**src/rtl/clkdiv_pkg.sv**
```systemverilog
// clkdiv_pkg: shared widths, reset divisor and FSM state
// type for the burst clock divider.
package clkdiv_pkg;

  localparam int CNT_W       = 28;
  localparam int BURST_W     = 16;
  localparam int DEFAULT_DIV = 2;

  typedef enum logic {
    IDLE = 1'b0,
    RUN  = 1'b1
  } state_e;

endpackage

```
**src/rtl/clkdiv_counter.sv**
```systemverilog
// clkdiv_counter: period position counter plus registered
// CLOCK_OUT/TICK generation for the divided clock.
module clkdiv_counter #(
  parameter int CNT_W = clkdiv_pkg::CNT_W
) (
  input  logic             clk_i,
  input  logic             rst_n_i,
  input  logic             run_i,
  input  logic             active_i,
  input  logic             load_i,
  input  logic [CNT_W-1:0] divisor_i,
  output logic             boundary_o,
  output logic             clock_out_o,
  output logic             tick_o
);

  logic [CNT_W-1:0] cnt_q, cnt_d;
  logic             clk_q, clk_d;
  logic             tick_q, tick_d;

  assign boundary_o  = run_i &&
    (cnt_q == divisor_i - CNT_W'(1));
  assign clock_out_o = clk_q;
  assign tick_o      = tick_q;

  // Next position; a new period always starts high, so the
  // current divisor is safe to use even across a change.
  always_comb begin
    cnt_d = cnt_q + CNT_W'(1);
    if (!active_i || load_i || boundary_o) begin
      cnt_d = '0;
    end
    clk_d  = active_i && (cnt_d < (divisor_i >> 1));
    tick_d = active_i && (cnt_d == '0);
  end

  // Position and output registers.
  always_ff @(posedge clk_i) begin
    if (!rst_n_i) begin
      cnt_q  <= '0;
      clk_q  <= 1'b0;
      tick_q <= 1'b0;
    end else begin
      cnt_q  <= cnt_d;
      clk_q  <= clk_d;
      tick_q <= tick_d;
    end
  end

endmodule

```
**src/rtl/clkdiv_seq.sv**
```systemverilog
// clkdiv_seq: burst clock divider with a config handshake,
// one-deep shadow for in-run divisor changes and stop control.
module clkdiv_seq #(
  parameter int CNT_W       = clkdiv_pkg::CNT_W,
  parameter int BURST_W     = clkdiv_pkg::BURST_W,
  parameter int DEFAULT_DIV = clkdiv_pkg::DEFAULT_DIV
) (
  input  logic               CLOCK_IN,
  input  logic               RESET_N,
  input  logic               CFG_VALID,
  output logic               CFG_READY,
  input  logic [CNT_W-1:0]   CFG_DIVISOR,
  input  logic [BURST_W-1:0] CFG_BURST,
  input  logic               START,
  input  logic               STOP,
  output logic               CLOCK_OUT,
  output logic               TICK,
  output logic               BUSY,
  output logic               DONE,
  output logic               ERR
);

  import clkdiv_pkg::state_e;
  import clkdiv_pkg::IDLE;
  import clkdiv_pkg::RUN;

  state_e             state_q, state_d;
  logic [CNT_W-1:0]   div_q, div_d;
  logic [BURST_W-1:0] bur_q, bur_d;
  logic [BURST_W-1:0] pcnt_q, pcnt_d;
  logic               shv_q, shv_d;
  logic [CNT_W-1:0]   shdiv_q, shdiv_d;
  logic [BURST_W-1:0] shbur_q, shbur_d;
  logic               stop_q, stop_d;
  logic               done_q, done_d;
  logic               err_q, err_d;
  logic               load;
  logic               fin;
  logic               bnd;
  logic               cfg_fire;
  logic               cfg_ok;

  assign CFG_READY = (state_q == IDLE) || !shv_q;
  assign BUSY      = (state_q == RUN);
  assign DONE      = done_q;
  assign ERR       = err_q;
  assign cfg_fire  = CFG_VALID && CFG_READY;
  assign cfg_ok    = CFG_DIVISOR >= CNT_W'(2);

  clkdiv_counter #(
    .CNT_W(CNT_W)
  ) u_cnt (
    .clk_i      (CLOCK_IN),
    .rst_n_i    (RESET_N),
    .run_i      (state_q == RUN),
    .active_i   (state_d == RUN),
    .load_i     (load),
    .divisor_i  (div_q),
    .boundary_o (bnd),
    .clock_out_o(CLOCK_OUT),
    .tick_o     (TICK)
  );

  // Next state, shadow handling and period bookkeeping.
  always_comb begin
    state_d = state_q;
    div_d   = div_q;
    bur_d   = bur_q;
    pcnt_d  = pcnt_q;
    shv_d   = shv_q;
    shdiv_d = shdiv_q;
    shbur_d = shbur_q;
    stop_d  = stop_q;
    done_d  = 1'b0;
    err_d   = err_q;
    load    = 1'b0;
    fin     = 1'b0;
    if (cfg_fire && !cfg_ok) begin
      err_d = 1'b1;
    end
    unique case (state_q)
      IDLE: begin
        pcnt_d = '0;
        stop_d = 1'b0;
        shv_d  = 1'b0;
        if (cfg_fire && cfg_ok) begin
          div_d = CFG_DIVISOR;
          bur_d = CFG_BURST;
        end
        if (START && !STOP) begin
          state_d = RUN;
          load    = 1'b1;
        end
      end
      RUN: begin
        if (STOP) begin
          stop_d = 1'b1;
        end
        if (bnd) begin
          fin = (bur_q != '0) &&
            (pcnt_q + BURST_W'(1) == bur_q);
          if (shv_q) begin
            div_d  = shdiv_q;
            bur_d  = shbur_q;
            pcnt_d = '0;
            shv_d  = 1'b0;
          end else if (pcnt_q != '1) begin
            pcnt_d = pcnt_q + BURST_W'(1);
          end
          if (fin || stop_q) begin
            state_d = IDLE;
            done_d  = fin;
            pcnt_d  = '0;
            stop_d  = 1'b0;
          end
        end
        if (cfg_fire && cfg_ok) begin
          if (state_d == RUN) begin
            shv_d   = 1'b1;
            shdiv_d = CFG_DIVISOR;
            shbur_d = CFG_BURST;
          end else begin
            div_d = CFG_DIVISOR;
            bur_d = CFG_BURST;
          end
        end
      end
      default: state_d = IDLE;
    endcase
  end

  // Control state registers.
  always_ff @(posedge CLOCK_IN) begin
    if (!RESET_N) begin
      state_q <= IDLE;
      div_q   <= CNT_W'(DEFAULT_DIV);
      bur_q   <= '0;
      pcnt_q  <= '0;
      shv_q   <= 1'b0;
      shdiv_q <= '0;
      shbur_q <= '0;
      stop_q  <= 1'b0;
      done_q  <= 1'b0;
      err_q   <= 1'b0;
    end else begin
      state_q <= state_d;
      div_q   <= div_d;
      bur_q   <= bur_d;
      pcnt_q  <= pcnt_d;
      shv_q   <= shv_d;
      shdiv_q <= shdiv_d;
      shbur_q <= shbur_d;
      stop_q  <= stop_d;
      done_q  <= done_d;
      err_q   <= err_d;
    end
  end

endmodule

```
**config.mk**
```make
export PLATFORM = sky130hd
export DESIGN_NAME = clkdiv_seq
export DESIGN_NICKNAME = d
export VERILOG_FILES = /design/src/rtl/clkdiv_pkg.sv /design/src/rtl/clkdiv_counter.sv /design/src/rtl/clkdiv_seq.sv
export SDC_FILE = /design/constraint.sdc
export NUM_CORES = 1
export LEC_CHECK = 0
export CAP_MARGIN = 0
export CORE_UTILIZATION = 55
export CTS_CLUSTER_DIAMETER = 50
export DETAILED_ROUTE_END_ITERATION = 7
export PLACE_DENSITY = 0.78
export SLEW_MARGIN = 20
export SYNTH_ARGS = -nofsm -noshare
export SYNTH_HDL_FRONTEND = slang
export SYNTH_SLANG_ARGS = --single-unit
```
**constraint.sdc**
```tcl
create_clock -name CLOCK_IN -period 4.7 [get_ports CLOCK_IN]
set_input_delay 0.705 -clock CLOCK_IN [delete_from_list [all_inputs] [get_ports CLOCK_IN]]
set_output_delay 0.705 -clock CLOCK_IN [all_outputs]
set_load 0.01 [all_outputs]
```
==> results.yml, run 1 <==
run_status:
  status: "finished clean"
logic_synthesis:
  synthesis.instances: 1114
  yosysMostFrequentCell: "dfxtp_1"
  synth.top_cell.area_share_pct: 31.1
  syn_avg_cell_area_sq_um: 8.02
  ys_ff_latch: 139
  synth_fp_nets: 1192
  synth_area_leaders: "dfxtp_1 (31%), mux2i_1 (8.1%), nand2_1 (5.2%)"
  synth.distinct_cells: 69
  async_reset_ff_share_pct: 0
  synthesis.area_sq_mm: 0.00894
  ys.flop_type: "dfxtp_1"
  synth_edf_count: 0
  netlist_top_cells_count: "dfxtp_1 (139), nand2_1 (124), nor2_1 (92)"
  synth_seq_area_share_pct: 31.1
  yosys_warnings: 0
  yosysTopAreaCell: "dfxtp_1"
clocking:
  cts_buffer_depth: 2
  worstSkewPairLatency_ns: 0.43
  cts_tree: "yes"
  hold_buffers: 0
  path_clk_slew_ns: 0.06
  h-tree-depth: 4
  cts_root_buf: "clkbuf_16"
  clock-sinks: 139
  cts_made_buffers: 17
global_route:
  grt_pass1_wl_um: 41300
  grt-ovfl-total: 0
  grt_max_degree: 72
  grt_use_total_pct: 32.0
  antenna_found_initial: 0
  grt_pass1_vias: 7971
timing:
  finalHoldViolations: 0
  grt_setup_unrepaired: "false"
  layout_min_cycle_time_ns: 4.42
  worst_clock_skew_ns: 0.0105
  max_freq_ghz: 0.226
  setup_viol: 0
  tns_ns: 0
  slew_viol_final: 0
  fin_crit_sh_pct: 94.0
  fin_hold_ws_ns: 0.461
  tightest_slew_ns: 0.833
  relSlewSlack_pct: 44.1
layout:
  nFillCells: 1367
  final_area_sq_mm: 0.0104
  final_cells: 1374
  n_antenna_cell: 0
  fin_util_pct: 65.5
  nets: 1223
  drive_gt1_share_pct: 10.9
  syn_to_final_growth_pct: 16.4
pwr:
  cellPowerDensity_mw_per_mm2: 312
  power_frac_clock_pct: 42.0
  p_sw_w: 0.000969
  intPower_w: 0.00228
  combPwrFrac_pct: 17.6
  p_leak_nw: 4.20
  ir_worst_vdd_mv: 0.271
  power_frac_seq_pct: 40.5
  switching_share_pct: 29.9
floorplan:
  num_io_pins: 55
  die_x_um: 129
  row_count: 46
  core_sq_mm: 0.0159
  die_area_sq_mm: 0.0168
  initial_core_util_pct: 56.3
  die_h_um: 129
routing:
  ant_nets: 0
  viasPerCell: 6.30
  routedWlPerCell_um: 18.8
  drt-pass1-iter-count: 5
  num_vias: 8663
  wirelength_um: 25900
  drc: 0
  drt_iter0_markers: 864
critical_path:
  crit_type: "flop to flop"
  critPathRequiredTime_ns: 5.01
  worstSetupStartpointType: "flop"
  cp_max_fo: 23
  crit_arrival_ns: 4.73
  reg2reg_depth: 18
  crit_path_end_kind: "flop"
place:
  dpl.cell_count: 1340
  port_buffers: 54
  finalWeightedCongestion: 0.973
  dp.final_hpwl_um: 18600
  placed_area_sq_mm: 0.00973
worst_hold_path:
  hp-class: "flop to flop"
  whs_path_depth: 2
job:
  drv_cap: 0
## cell type report
| type | count | area [sq um] | share of cell area, % |
|---|---|---|---|
| multi-input combinational | 846 | 5680 | 54.6 |
| timing repair buffer | 100 | 925 | 8.89 |
| clock buffer | 18 | 429 | 4.12 |
| clock inverter | 14 | 161 | 1.55 |
| inverter | 41 | 154 | 1.48 |
| tap | 216 | 270 | 2.60 |
| sequential | 139 | 2780 | 26.7 |
## timing repair
action                     4_1_cts  5_1_grt
setup endpoints to repair        0        1
setup buffers                    0        2
resized for setup                0       18
## placed cells by master (no fill, tap or decap), types with 4 or more instances in the layout
| cell type | n |
|---|---|
| xor2_1 | 27 |
| nand2b_1 | 5 |
| a311oi_1 | 11 |
| nand4_1 | 25 |
| and4_1 | 5 |
| a21o_1 | 6 |
| xnor2_1 | 53 |
| o21ai_0 | 58 |
| o221ai_1 | 8 |
| nor2b_1 | 9 |
| nor3_1 | 49 |
| dfxtp_1 | 139 |
| mux2i_1 | 72 |
| inv_1 | 41 |
| buf_4 | 43 |
| nand2_1 | 123 |
| nand3_1 | 31 |
| o31ai_1 | 6 |
| a211oi_1 | 31 |
| clkinv_4 | 4 |
| a31o_1 | 5 |
| mux2_2 | 5 |
| clkbuf_16 | 17 |
| ha_1 | 28 |
| o211ai_1 | 5 |
| inv_6 | 4 |
| o221a_2 | 12 |
| a31oi_1 | 9 |
| nor4_1 | 23 |
| or4_1 | 9 |
| nor4_2 | 5 |
| nor2_1 | 91 |
| and3_1 | 22 |
| a21oi_1 | 43 |
| clkdlybuf4s50_1 | 53 |
| or3_1 | 9 |
## kinds of logic after synthesis
logic type / count (synthesis) / synth area share, %
simple gates: 434 / 24.4
fa+ha+maj: 29 / 4.06
buf+inv: 129 / 6.23
xor+xnor: 80 / 7.84
mux: 78 / 8.82
flops: 139 / 31.1
compound gates: 225 / 17.5
## per-stage QoR
step	setup WS, ns	total power, W
floorplan	0.0309	0.00167
global placement	0.159	0.00187
detailed placement	0.107	0.00187
CTS	0.0780	0.00323
global route	0.0329	0.00338
finish	0.284	0.00325
## sequential cells by signal (all words and copies together) (netlist names)
register	count
shdiv_q	28
ERR	1
DONE	1
BUSY	1
bur_q	16
div_q	28
pcnt_q	16
shbur_q	16
shv_q	1
stop_q	1
u_cnt.cnt_q	28
u_cnt.tick_o	1
u_cnt.clock_out_o	1
## worst max-delay path, cell delays in order, from the launching register on
cell and delay (ns):
dfxtp_1 0.38, or3_1 0.54, nor4_1 0.37, xnor2_1 0.13, a2111oi_2 0.39, buf_4 0.18
nand4b_1 0.10, nor4_2 0.29, nand2b_4 0.21, buf_6 0.22, nor2_1 0.08, ha_1 0.33
nand4_1 0.10, nor3_1 0.34, a221o_1 0.22, o21ai_2 0.06, o211ai_1 0.11, o21bai_1 0.08
and4b_1 0.19
## power by group through the flow
stage               Sequential (W)  Combinational [W]  Clock, W
CTS                        0.00131           0.000546   0.00138
floorplan                  0.00130           0.000366         0
global placement           0.00133           0.000535         0
global route               0.00132           0.000624   0.00143
finish                     0.00131           0.000570   0.00136
detailed placement         0.00133           0.000540         0
## layer usage
| metal | vias up | track usage [%] | share of wire [%] |
|---|---|---|---|
| met4 | 0 | 13.3 | 3.2 |
| met3 | 66 | 7.10 | 6.8 |
| met2 | 319 | 51.2 | 46 |
| met5 | - | 0 | 0 |
| li1 | 4120 | - | - |
| met1 | 4158 | 41.7 | 44 |
## worst paths after layout
path,from,to,slack (ns)
worst min register to register,shdiv_q[13],shdiv_q[13],0.46
worst max register to register,div_q[4],u_cnt.clock_out_o,0.28
worst min-delay path,shdiv_q[13],shdiv_q[13],0.46
worst max-delay path,div_q[4],u_cnt.clock_out_o,0.28
No activity file was read; power rests on OpenSTA's default activity.
==> run 2: changes to the inputs <==
--- a/config.mk
+++ b/config.mk
@@ -7,7 +7,6 @@
 export LEC_CHECK = 0
 export CAP_MARGIN = 0
 export CORE_UTILIZATION = 55
-export CTS_CLUSTER_DIAMETER = 50
 export DETAILED_ROUTE_END_ITERATION = 7
 export PLACE_DENSITY = 0.78
 export SLEW_MARGIN = 20
==> results of run 2 <==
Same layout as run 1: the final DEF is identical, and so are final timing and power.
==> run 3: changes to the inputs <==
--- a/config.mk
+++ b/config.mk
@@ -6,6 +6,7 @@
 export NUM_CORES = 1
 export LEC_CHECK = 0
 export CAP_MARGIN = 0
+export CORE_ASPECT_RATIO = 1.1
 export CORE_UTILIZATION = 55
 export DETAILED_ROUTE_END_ITERATION = 7
 export PLACE_DENSITY = 0.78
==> results.yml, run 3 (synthesis results as in run 1) <==
run_status:
  status: "finished clean"
timing:
  slew_viol_final: 0
  relSlewSlack_pct: 28.2
  tightest_slew_ns: 1.07
  tns_ns: 0
  layout_min_cycle_time_ns: 4.46
  max_freq_ghz: 0.224
  fin_crit_sh_pct: 95.0
  setup_viol: 0
  worst_clock_skew_ns: 0.00750
  finalHoldViolations: 0
  grt_setup_unrepaired: "false"
place:
  dpl.cell_count: 1324
  port_buffers: 54
  dp.final_hpwl_um: 18500
  finalWeightedCongestion: 0.936
  placed_area_sq_mm: 0.00971
clocking:
  cts_resized: 0
  clock-sinks: 139
  cts_tree: "yes"
  cts_setup_buffers: 0
  path_clk_slew_ns: 0.06
  h-tree-depth: 4
  cts_made_buffers: 17
  cts_root_buf: "clkbuf_16"
  cts_buffer_depth: 2
  hold_buffers: 0
  worstSkewPairLatency_ns: 0.44
pwr:
  ir_worst_vdd_mv: 0.271
  p_sw_w: 0.000938
  p_leak_nw: 4.16
  power_frac_seq_pct: 41.3
  power_frac_clock_pct: 40.9
  switching_share_pct: 29.6
  intPower_w: 0.00223
  combPwrFrac_pct: 17.8
  cellPowerDensity_mw_per_mm2: 307
global_route:
  grt_use_total_pct: 31.8
  grt-ovfl-total: 0
  antenna_found_initial: 0
  grt_max_degree: 60
  grt_pass1_wl_um: 40900
  grt_pass1_vias: 8138
layout:
  fin_util_pct: 65.3
  drive_gt1_share_pct: 10.0
  final_area_sq_mm: 0.0103
  syn_to_final_growth_pct: 15.5
  final_common_cell: "dfxtp_1"
  reg.largest.list: "div_q: 28 flops, shdiv_q: 28 flops, u_cnt.cnt_q: 28 flops"
  n_antenna_cell: 0
  layout_common_cells: "dfxtp_1 (139), nand2_1 (123), nor2_1 (91), mux2i_1 (72), o21ai_0 (59)"
  nets: 1221
  final_cells: 1356
routing:
  viasPerCell: 6.28
  drt_iter0_markers: 613
  num_vias: 8521
  routedWlPerCell_um: 18.7
  wirelength_um: 25300
  drc: 0
  ant_nets: 0
  drt-pass1-iter-count: 5
floorplan:
  num_io_pins: 55
  die_h_um: 136
  core_sq_mm: 0.0158
  die_area_sq_mm: 0.0168
  initial_core_util_pct: 56.6
  die_x_um: 124
  row_count: 48
critical_path:
  crit_type: "flop to flop"
  cp_max_fo: 7
  crit_arrival_ns: 4.84
  critPathRequiredTime_ns: 5.08
  worstSetupStartpointType: "flop"
  crit_path_end_kind: "flop"
worst_hold_path:
  hp-class: "flop to flop"
job:
  drv_cap: 0
run 3: cell types whose count changed in the layout (fill, tap and decap cells not counted), sizes merged:
cell | before | now
inv | 46 | 44
clkinvlp | 2 | 3
clkinv | 5 | 4
bufinv | 2 | 1
clkbuf | 18 | 21
buf | 47 | 45
run 3: through the flow:
step	setup slack, ns	hold slack (ns)	total power (W)
floorplan	0.0309	0.434	0.00167
global placement	0.260	0.444	0.00187
detailed placement	0.140	0.450	0.00188
CTS	0.127	0.459	0.00317
global route	0.00197	0.475	0.00329
finish	0.236	0.457	0.00317
run 3: final timing paths:
kind               start                end  slack, ns  cells past startpoint
max             div_q[8]  u_cnt.clock_out_o       0.24                     19
min          shbur_q[15]        shbur_q[15]       0.46                      2
max reg2reg     div_q[8]  u_cnt.clock_out_o       0.24                     19
min reg2reg  shbur_q[15]        shbur_q[15]       0.46                      2
run 3: metal layers:
layer	GRT usage [%]	routed length [um]	up-vias
li1	-	-	4117
met2	56.1	12700	272
met4	17.9	1220	0
met1	35.7	10400	4046
met5	0	0	-
met3	5.56	1040	86
run 3: worst max-delay path, stage by stage (launching register included):
cell	delay, ns
dfxtp_1	0.37
nor4_1	0.48
nand4_2	0.20
buf_4	0.20
or3_1	0.36
a211oi_1	0.27
o2111ai_1	0.17
nor4_2	0.33
nand2b_4	0.23
nor2_1	0.08
ha_1	0.30
a21o_1	0.18
a21o_1	0.16
a21oi_1	0.13
o21ai_0	0.09
and3_1	0.18
o21ai_0	0.22
o211ai_1	0.12
o21bai_1	0.13
and4b_1	0.20
run 3: layout make-up:
type                            instances  area (sq um)
Clock buffer                           21           450
Clock inverter                         11           113
Fill cell                            1354          5480
Inverter                               41           154
Multi-Input combinational cell        846          5660
Sequential cell                       139          2780
Tap cell                              200           250
Timing Repair Buffer                   98           910
run 3: power groups by stage:
stage / Sequential, W / Clock [W] / Combinational [W]
floorplan: 0.00130 / 0 / 0.000366
global placement: 0.00133 / 0 / 0.000543
detailed placement: 0.00133 / 0 / 0.000550
CTS: 0.00131 / 0.00131 / 0.000555
global route: 0.00132 / 0.00136 / 0.000619
finish: 0.00131 / 0.00130 / 0.000566
